--- src/rtl/ahb_arbiter_param_if.sv ---
// Arbitration bus bundle: master requests, lock, split-resume and slave status in; grant and owner out.
// The arbiter attaches through the slave modport; the request side uses the master modport.
interface ahb_arbiter_param_if #(
    parameter int NUM_MASTERS = 16
);
    localparam int MW = ($clog2(NUM_MASTERS) < 1) ? 1 : $clog2(NUM_MASTERS);

    logic [NUM_MASTERS-1:0] HBUSREQx;
    logic [NUM_MASTERS-1:0] HLOCKx;
    logic [NUM_MASTERS-1:0] HSPLIT;
    logic                   HREADY;
    logic [1:0]             HRESP;
    logic [NUM_MASTERS-1:0] HGRANTx;
    logic [MW-1:0]          HMASTER;
    logic                   HMASTLOCK;

    modport master (
        output HBUSREQx, HLOCKx, HSPLIT, HREADY, HRESP,
        input  HGRANTx, HMASTER, HMASTLOCK
    );

    modport slave (
        input  HBUSREQx, HLOCKx, HSPLIT, HREADY, HRESP,
        output HGRANTx, HMASTER, HMASTLOCK
    );
endinterface

--- src/rtl/ahb_arbiter_param.sv ---
// AHB bus arbiter: fixed-priority or round-robin grant with lock hold and split masking.
// Grant registered, rearbitrates only on HREADY edges; HMASTER/HMASTLOCK follow the grant by one cycle.
module ahb_arbiter_param #(
    parameter int NUM_MASTERS    = 16,
    parameter int ARB_MODE       = 1,
    parameter int DEFAULT_MASTER = 0
) (
    input  logic                HCLK,
    input  logic                HRESET,
    ahb_arbiter_param_if.slave  bus
);
    localparam int MW = ($clog2(NUM_MASTERS) < 1) ? 1 : $clog2(NUM_MASTERS);
    localparam logic [NUM_MASTERS-1:0] ONE     = NUM_MASTERS'(1);
    localparam logic [MW-1:0]          DEF_IDX = MW'(DEFAULT_MASTER);

    if (NUM_MASTERS < 2 || NUM_MASTERS > 16) begin : g_bad_num
        $error("ahb_arbiter_param: NUM_MASTERS must be in 2..16");
    end
    if (ARB_MODE != 0 && ARB_MODE != 1) begin : g_bad_mode
        $error("ahb_arbiter_param: ARB_MODE must be 0 or 1");
    end
    if (DEFAULT_MASTER < 0 || DEFAULT_MASTER >= NUM_MASTERS) begin : g_bad_def
        $error("ahb_arbiter_param: DEFAULT_MASTER out of range");
    end

    logic [NUM_MASTERS-1:0] r_grant;
    logic [NUM_MASTERS-1:0] r_split;
    logic [MW-1:0]          r_master;
    logic [MW-1:0]          r_ptr;
    logic                   r_mastlock;

    logic [NUM_MASTERS-1:0] w_eligible;
    logic [NUM_MASTERS-1:0] w_split_set;
    logic [MW-1:0]          w_gidx;
    logic [MW-1:0]          w_fp_idx;
    logic [MW-1:0]          w_rr_idx;
    logic [MW-1:0]          w_rr_cand;
    logic [MW-1:0]          w_win_idx;
    logic                   w_lock_hold;

    assign w_eligible  = bus.HBUSREQx & ~r_split;
    assign w_lock_hold = bus.HLOCKx[w_gidx] & bus.HBUSREQx[w_gidx] & ~r_split[w_gidx];
    // The default master is never split, so the bus always has somewhere safe to park.
    assign w_split_set = (!bus.HREADY && bus.HRESP == 2'b11 && r_master != DEF_IDX)
                         ? (ONE << r_master) : '0;
    assign w_win_idx   = (ARB_MODE == 0) ? w_fp_idx : w_rr_idx;

    always_comb begin
        w_gidx = '0;
        for (int i = 0; i < NUM_MASTERS; i++) begin
            if (r_grant[i]) w_gidx = MW'(i);
        end
    end

    always_comb begin
        w_fp_idx = '0;
        for (int i = NUM_MASTERS - 1; i >= 0; i--) begin
            if (w_eligible[i]) w_fp_idx = MW'(i);
        end
    end

    // Scan farthest-first so the nearest eligible master after ptr is the last write.
    always_comb begin
        w_rr_idx  = '0;
        w_rr_cand = '0;
        for (int k = NUM_MASTERS; k >= 1; k--) begin
            w_rr_cand = MW'((int'(r_ptr) + k) % NUM_MASTERS);
            if (w_eligible[w_rr_cand]) w_rr_idx = w_rr_cand;
        end
    end

    always_ff @(posedge HCLK) begin
        if (HRESET) begin
            r_grant    <= ONE << DEFAULT_MASTER;
            r_master   <= DEF_IDX;
            r_mastlock <= 1'b0;
            r_split    <= '0;
            r_ptr      <= DEF_IDX;
        end else begin
            r_split <= (r_split & ~bus.HSPLIT) | w_split_set;
            if (bus.HREADY) begin
                r_master   <= w_gidx;
                r_mastlock <= bus.HLOCKx[w_gidx];
                if (w_lock_hold) begin
                    r_ptr <= w_gidx;
                end else if (|w_eligible) begin
                    r_grant <= ONE << w_win_idx;
                    r_ptr   <= w_win_idx;
                end else begin
                    r_grant <= ONE << DEFAULT_MASTER;
                end
            end
        end
    end

    assign bus.HGRANTx   = r_grant;
    assign bus.HMASTER   = r_master;
    assign bus.HMASTLOCK = r_mastlock;
endmodule

--- src/flat_wrapper.sv ---
// flat-port wrapper written by rule: the top's interface ports become plain ports
module ahb_arbiter_param_flat 
#(
    parameter int NUM_MASTERS    = 16,
    parameter int ARB_MODE       = 1,
    parameter int DEFAULT_MASTER = 0
)
  (HCLK, HRESET, bus_HBUSREQx, bus_HLOCKx, bus_HSPLIT, bus_HREADY, bus_HRESP, bus_HGRANTx, bus_HMASTER, bus_HMASTLOCK);
  ahb_arbiter_param_if #(.NUM_MASTERS(NUM_MASTERS)) bus_i ();
  input  logic HCLK;
  input  logic HRESET;
  input wire logic [$bits(bus_i.HBUSREQx)-1:0] bus_HBUSREQx;
  input wire logic [$bits(bus_i.HLOCKx)-1:0] bus_HLOCKx;
  input wire logic [$bits(bus_i.HSPLIT)-1:0] bus_HSPLIT;
  input wire logic [$bits(bus_i.HREADY)-1:0] bus_HREADY;
  input wire logic [$bits(bus_i.HRESP)-1:0] bus_HRESP;
  output wire logic [$bits(bus_i.HGRANTx)-1:0] bus_HGRANTx;
  output wire logic [$bits(bus_i.HMASTER)-1:0] bus_HMASTER;
  output wire logic [$bits(bus_i.HMASTLOCK)-1:0] bus_HMASTLOCK;
  assign bus_i.HBUSREQx = bus_HBUSREQx;
  assign bus_i.HLOCKx = bus_HLOCKx;
  assign bus_i.HSPLIT = bus_HSPLIT;
  assign bus_i.HREADY = bus_HREADY;
  assign bus_i.HRESP = bus_HRESP;
  assign bus_HGRANTx = bus_i.HGRANTx;
  assign bus_HMASTER = bus_i.HMASTER;
  assign bus_HMASTLOCK = bus_i.HMASTLOCK;
  ahb_arbiter_param #(.NUM_MASTERS(NUM_MASTERS), .ARB_MODE(ARB_MODE), .DEFAULT_MASTER(DEFAULT_MASTER)) u_core (.HCLK(HCLK), .HRESET(HRESET), .bus(bus_i));
endmodule
--- config.mk ---
export PLATFORM = sky130hd
export DESIGN_NAME = ahb_arbiter_param_flat
export DESIGN_NICKNAME = d
export VERILOG_FILES = /design/src/rtl/ahb_arbiter_param_if.sv /design/src/rtl/ahb_arbiter_param.sv /design/src/flat_wrapper.sv
export SDC_FILE = /design/constraint.sdc
export NUM_CORES = 1
export LEC_CHECK = 0
export CELL_PAD_IN_SITES_DETAIL_PLACEMENT = 1
export CELL_PAD_IN_SITES_GLOBAL_PLACEMENT = 2
export CORE_MARGIN = 4
export CORE_UTILIZATION = 34
export DETAILED_ROUTE_END_ITERATION = 10
export PLACE_DENSITY_LB_ADDON = 0.1
export SLEW_MARGIN = 10
export SYNTH_ARGS = -nofsm -noshare
export SYNTH_HDL_FRONTEND = slang
export SYNTH_SLANG_ARGS = --single-unit
--- constraint.sdc ---
create_clock -name HCLK -period 5.1 [get_ports HCLK]
set_input_delay 1.02 -clock HCLK [delete_from_list [all_inputs] [get_ports HCLK]]
set_output_delay 1.02 -clock HCLK [all_outputs]
set_load 0.02 [all_outputs]
After elaboration in Yosys (flattened, before gate mapping) --
Cells that the tools add are included.
Cells by class: $add $sub $neg 16, multiply operators 0, divide/modulo/power cells 0, order comparisons 17, eq/ne operators 1, shift operators 2, muxes and demuxes 73, bitwise logic cells 9, reductions and logical operators 8
Operators by type and width (number):
- $mux 4 | 26
- $lt 4x5->1 const B | 17
- $bmux 1 s4 | 19
- $add 4x4->4 const B | 8
- $and 16x16->16 | 2
- $mux 16 | 2
- $not 16->16 | 2
- $shl 1x4->16 const A | 2
- $mux 1 | 20
- $add 4x3->4 const B | 4
- $or 16x16->16 | 1
- $reduce_or 16->1 | 1
- $mux 3 | 4
- $add 4x1->4 const B | 2
- $add 4x2->4 const B | 2
- $mux 2 | 2
- $reduce_and 2->1 | 2
- $reduce_bool 4->1 | 1
- $and 1x1->1 | 2
- $eq 2x2->1 const B | 1
- $logic_and 1x1->1 | 2
- $not 1->1 | 2
- $reduce_bool 2->1 | 1
- $logic_not 1->1 | 1
Word-level totals: register bits 41, bits in latches 0, RAM bits 0, ROM bits 0, output and inout bits 21, logic and storage cells 131, memories 0

Logic depth before layout (Yosys ltp) --
depth in word-level cells 22, mapped depth 17, depth with buffers taken out 12

Least setup slack after synthesis --
Ideal clock, no wire load.
kind reg2reg, from register u_core.r_ptr[1], to register u_core.r_grant[0] (netlist: u_core.bus.HGRANTx[0]), arrival 3893 ps, required time 5029 ps, slack 1137 ps, cell stages (with the launch flop) 14, buffers on the path 3, clock period less this slack 3963 ps, cell sequence dfxtp_1 > inv_2 > clkbuf_1 > ha_1 > buf_1 > mux4_2 > a22o_1 > or2_2 > or4_4 > nand4b_2 > nand4_4 > buf_6 > a2111o_1 > o21ai_2
Between the ends: word-level cells in the longest chain between the ends 21
Ends and longest elaborated chain:
- start: declaration | line ahb_arbiter_param.sv:29 | logic [MW-1:0] r_ptr;
- start signal: assignment | line ahb_arbiter_param.sv:85 | r_ptr <= w_gidx;
- start signal: assignment | line ahb_arbiter_param.sv:88 | r_ptr <= w_win_idx;
- $add 4x1->4 | line ahb_arbiter_param.sv:67 | w_rr_cand = MW'((int'(r_ptr) + k) % NUM_MASTERS);
- $bmux 1 s4 | line ahb_arbiter_param.sv:68 | if (w_eligible[w_rr_cand]) w_rr_idx = w_rr_cand;
- $mux 1 (not written as such) | line ahb_arbiter_param.sv:68
- $mux 4 (15 in series) | line ahb_arbiter_param.sv:68
- $mux 4 * | line ahb_arbiter_param.sv:68
- $shl 1x4->16 * | line ahb_arbiter_param.sv:87 | r_grant <= ONE << w_win_idx;
- $mux 16 * | line ahb_arbiter_param.sv:86 | end else if (|w_eligible) begin
- end signal: assignment | line ahb_arbiter_param.sv:74 | r_grant <= ONE << DEFAULT_MASTER;
- end signal: assignment | line ahb_arbiter_param.sv:87
- end signal: assignment | line ahb_arbiter_param.sv:90 | r_grant <= ONE << DEFAULT_MASTER;
- end: declaration | line ahb_arbiter_param.sv:26 | logic [NUM_MASTERS-1:0] r_grant;
Every way passes the cells marked *; elsewhere a longest branch is shown, timed or not. The select of a mux whose other input is x is not followed. A chain may end at the register's enable or synchronous reset.

Worst setup path in the final report --
from input bus_HBUSREQx[13], to register u_core.r_grant[1] (netlist: u_core.bus.HGRANTx[1])
Between the ends: word-level cells in the longest chain between the ends 21
Ends and longest elaborated chain:
- start: declaration | line flat_wrapper.sv:12 | input wire logic [$bits(bus_i.HBUSREQx)-1:0] bus_HBUSREQx;
- $and 16x16->16 | line ahb_arbiter_param.sv:41 | assign w_eligible = bus.HBUSREQx & ~r_split;
- $bmux 1 s4 | line ahb_arbiter_param.sv:68
- $mux 1 (not written as such) | line ahb_arbiter_param.sv:68
- $mux 4 (16 in series) | line ahb_arbiter_param.sv:68
- $shl 1x4->16 | line ahb_arbiter_param.sv:87
- $mux 16 | line ahb_arbiter_param.sv:86
Parallel ways exist; a longest one is shown, timed or not. The select of a mux whose other input is x is not followed.

==> out/qor.yml <==
clockPowerShare_pct: 6.5
timing.hold.ws_ns: 0.4895
place_ws_ns: 0.1461
crit_chain: "clkdlybuf4s50_1, nor3b_1, a21oi_1, mux4_2, mux2i_1, nand2_1, o21a_1, o311ai_1, nand4_4, a2111oi_2, a22o_1"
io_buffers: 73
use_met1_pct: 32.72
p_sw_share_pct: 56.31
synth.avg_cell_area_um2: 8.487
slowest_delay_ns: 0.62
cp_slowest_cell: "nor3b_1"
p_int_mw: 2.117
fin_cells: 854
worstMarginPinSlew_ns: 0.8850
status: "completed"
cts_root_buf: "clkbuf_16"
p_leak_nw: 2.175
io_pins: 74
finalClockSkew_ns: 0.006267
gp_congestion: 1.025
crit_type: "input port to flop"
clockBufferDepth: 2
synth_cell_types: 89
cts_sinks: 41
hold_viol_final: 0
remaining_drc_errors: 0
cts_hold_buf: 0
row_count: 44
synth_nets: 668
antenna_found_initial: 0
worstPathArrival_ns: 4.99
ys_seq_area_share_pct: 15.91
routedWlPerCell_um: 24.72
place_inst: 847
cts_tree: "yes"
use_met3_pct: 2.676
synth_top_flop_cell: "dfxtp_1"
fin_util_pct: 42.11
synth-seq-cells: 41
peakVddDrop_uv: 343.1
route.vias.total: 5521
cts_buffers: 5
setup_violations: 0
viasPerCell: 6.465
seqPwrFrac_pct: 9.6
use_met2_pct: 37.79
syn_area_mm2: 0.005160
drive_gt1_share_pct: 14.03
fin_crit_sh_pct: 93.55
end_kind: "flop"
fp.dieW_um: 131.2
grt.busiest_layer: "met2"
initial_utilization_pct: 35.10
nets: 730
dpl.hpwl_um: 16620
p_sw_mw: 2.728
synth-edff-count: 0
hold_class: "flop to flop"
cts_resized: 0
fin_area_mm2: 0.006190
grt_pass1_wl_um: 32640
cp.required_ns: 5.32
postSynthCellCount: 608
maxCapViolations: 0
ant_nets: 0
grt_usage_pct: 23.62
slew_viol_final: 0
die_area_mm2: 0.01721
htree_levels: 2
synth_warnings: 0
setup_slack_ns: 0.3288
slew_headroom_pct: 40.45
syn_to_final_growth_pct: 19.96
grt_max_degree: 59
firstDrtPassIters: 5
drt_wl_total_um: 21110
core_area_mm2: 0.01470
power_mw: 4.845
postCtsSetupBuffers: 0
min_period_ns: 4.771
p_per_area_mw_per_mm2: 782.7
rsz0062_at_grt: "false"
startpoint_type: "input port"
p_comb_share_pct: 83.9
grt_pass1_vias: 5550
synth-async-reset-ratio_pct: 0
clock.fmax_ghz: 0.2096
setup_tns_ns: 0
clk_pin_slew_ns: 0.06
die_h_um: 131.2
clk_latency_ns: 0.28
critPathMaxFanout: 12
placed_cell_area_mm2: 0.006047
diodes: 0
initialDrtViolationCount: 439
overflow: 0
## critical path, delay by kind of cell
kind | cells | cell delay, ns
compound gates | 5 | 1.34
simple gates | 3 | 1.09
mux | 2 | 1.03
buf+inv | 1 | 0.51
## synth_stat cells (4+ instances only)
library cell | n | area, um^2
mux2_2 | 7 | 78.83
a21oi_1 | 46 | 230.2
nand2b_1 | 19 | 118.9
nor4_1 | 11 | 68.82
nand4b_1 | 4 | 35.03
nand4_1 | 16 | 100.1
a22o_1 | 8 | 70.07
o22ai_1 | 9 | 56.30
a221oi_1 | 4 | 35.03
o2111ai_1 | 14 | 122.6
mux2i_1 | 23 | 230.2
a21boi_0 | 4 | 30.03
clkbuf_1 | 15 | 56.30
buf_2 | 6 | 30.03
inv_1 | 12 | 45.04
o211ai_1 | 10 | 75.07
nor4b_1 | 4 | 35.03
inv_2 | 4 | 15.01
nor2_1 | 62 | 232.7
a211oi_1 | 7 | 52.55
o21ai_0 | 20 | 100.1
nand3b_1 | 8 | 60.06
nor3b_1 | 8 | 60.06
a32oi_1 | 5 | 43.79
ha_1 | 7 | 87.58
buf_4 | 5 | 37.54
o2bb2ai_1 | 5 | 43.79
xnor2_1 | 9 | 78.83
nor2b_1 | 30 | 187.7
nor3_1 | 7 | 35.03
nand3_1 | 5 | 25.02
and2_1 | 5 | 31.28
buf_6 | 4 | 45.04
nand2_1 | 47 | 176.4
mux4_2 | 31 | 698.2
dfxtp_1 | 41 | 820.8
a21o_1 | 5 | 37.54
## cell usage in the layout, fill, tap and decap left out, drive strengths merged, types with 6 or more instances in the layout
cell           netlist  layout
clkbuf              15       7
buf                 16      13
nand2b              20      20
o22ai                9       9
mux2i               25      25
a21oi               46      46
nor2                63      63
nor4                13      13
nand4               17      17
nand2               47      47
nor3b                9       9
inv                 17      17
a221oi               7       7
nor2b               30      30
nor3                 7       7
a2111oi              6       6
clkdlybuf4s50        0      73
o21ai               23      23
o211ai              10      10
a211oi               7       7
mux2                 8       8
nand3b               9       9
a22o                 8       8
ha                   7       7
dfxtp               41      41
o2111ai             14      14
mux4                32      32
xnor2               11      11
## cell type report
class / instances / area [um^2]
timing repair buffer: 86 / 828.3
inverter: 17 / 66.31
fill: 1751 / 8509
sequential: 41 / 822.0
tap: 184 / 230.2
multi-input combinational: 519 / 4100
clock buffer: 7 / 142.6
## state kept, by name, summed over array words and instances (netlist names)
name / flops
u_core.bus.HGRANTx: 16
u_core.bus.HMASTER: 4
u_core.bus.HMASTLOCK: 1
u_core.r_ptr: 4
u_core.r_split: 16
## power by group through the flow
stage | logic, mW | registers, mW | clock network (mW)
detailed placement | 4.01 | 0.472 | 0
global placement | 3.96 | 0.469 | 0
floorplan | 2.90 | 0.493 | 0
global route | 4.37 | 0.476 | 0.334
CTS | 4.03 | 0.465 | 0.322
finish | 4.06 | 0.465 | 0.316
## layer usage
metal  vias up  part of all wire [%]  wire [um]
met2       211                    46       9671
met1      2762                    46       9667
li1       2501                     -          -
met5         -                     0          0
met4         0                   3.7        789
met3        47                   4.7        982
## logic make-up after synthesis
family          Yosys count  synth area share (%)
compound gates          183                 26.29
fa+ha+maj                 7                 1.697
flops                    41                 15.91
xor+xnor                 16                 3.298
buf+inv                  48                 4.631
simple gates            248                 26.99
mux                      65                 21.19
## final timing paths
path	to	cells after the start	slack, ns	start
worst max-delay path	u_core.bus.HGRANTx[1]$_SDFFE_PP0P_	11	0.33	bus_HBUSREQx[13]
worst min-delay path	u_core.bus.HGRANTx[0]$_SDFFE_PP1P_	2	0.49	u_core.bus.HGRANTx[0]$_SDFFE_PP1P_
worst max register to register	u_core.bus.HGRANTx[1]$_SDFFE_PP0P_	13	0.55	u_core.r_ptr[1]$_SDFFE_PP0P_
worst min register to register	u_core.bus.HGRANTx[0]$_SDFFE_PP1P_	2	0.49	u_core.bus.HGRANTx[0]$_SDFFE_PP1P_
Power figures use the tool's default switching activity.
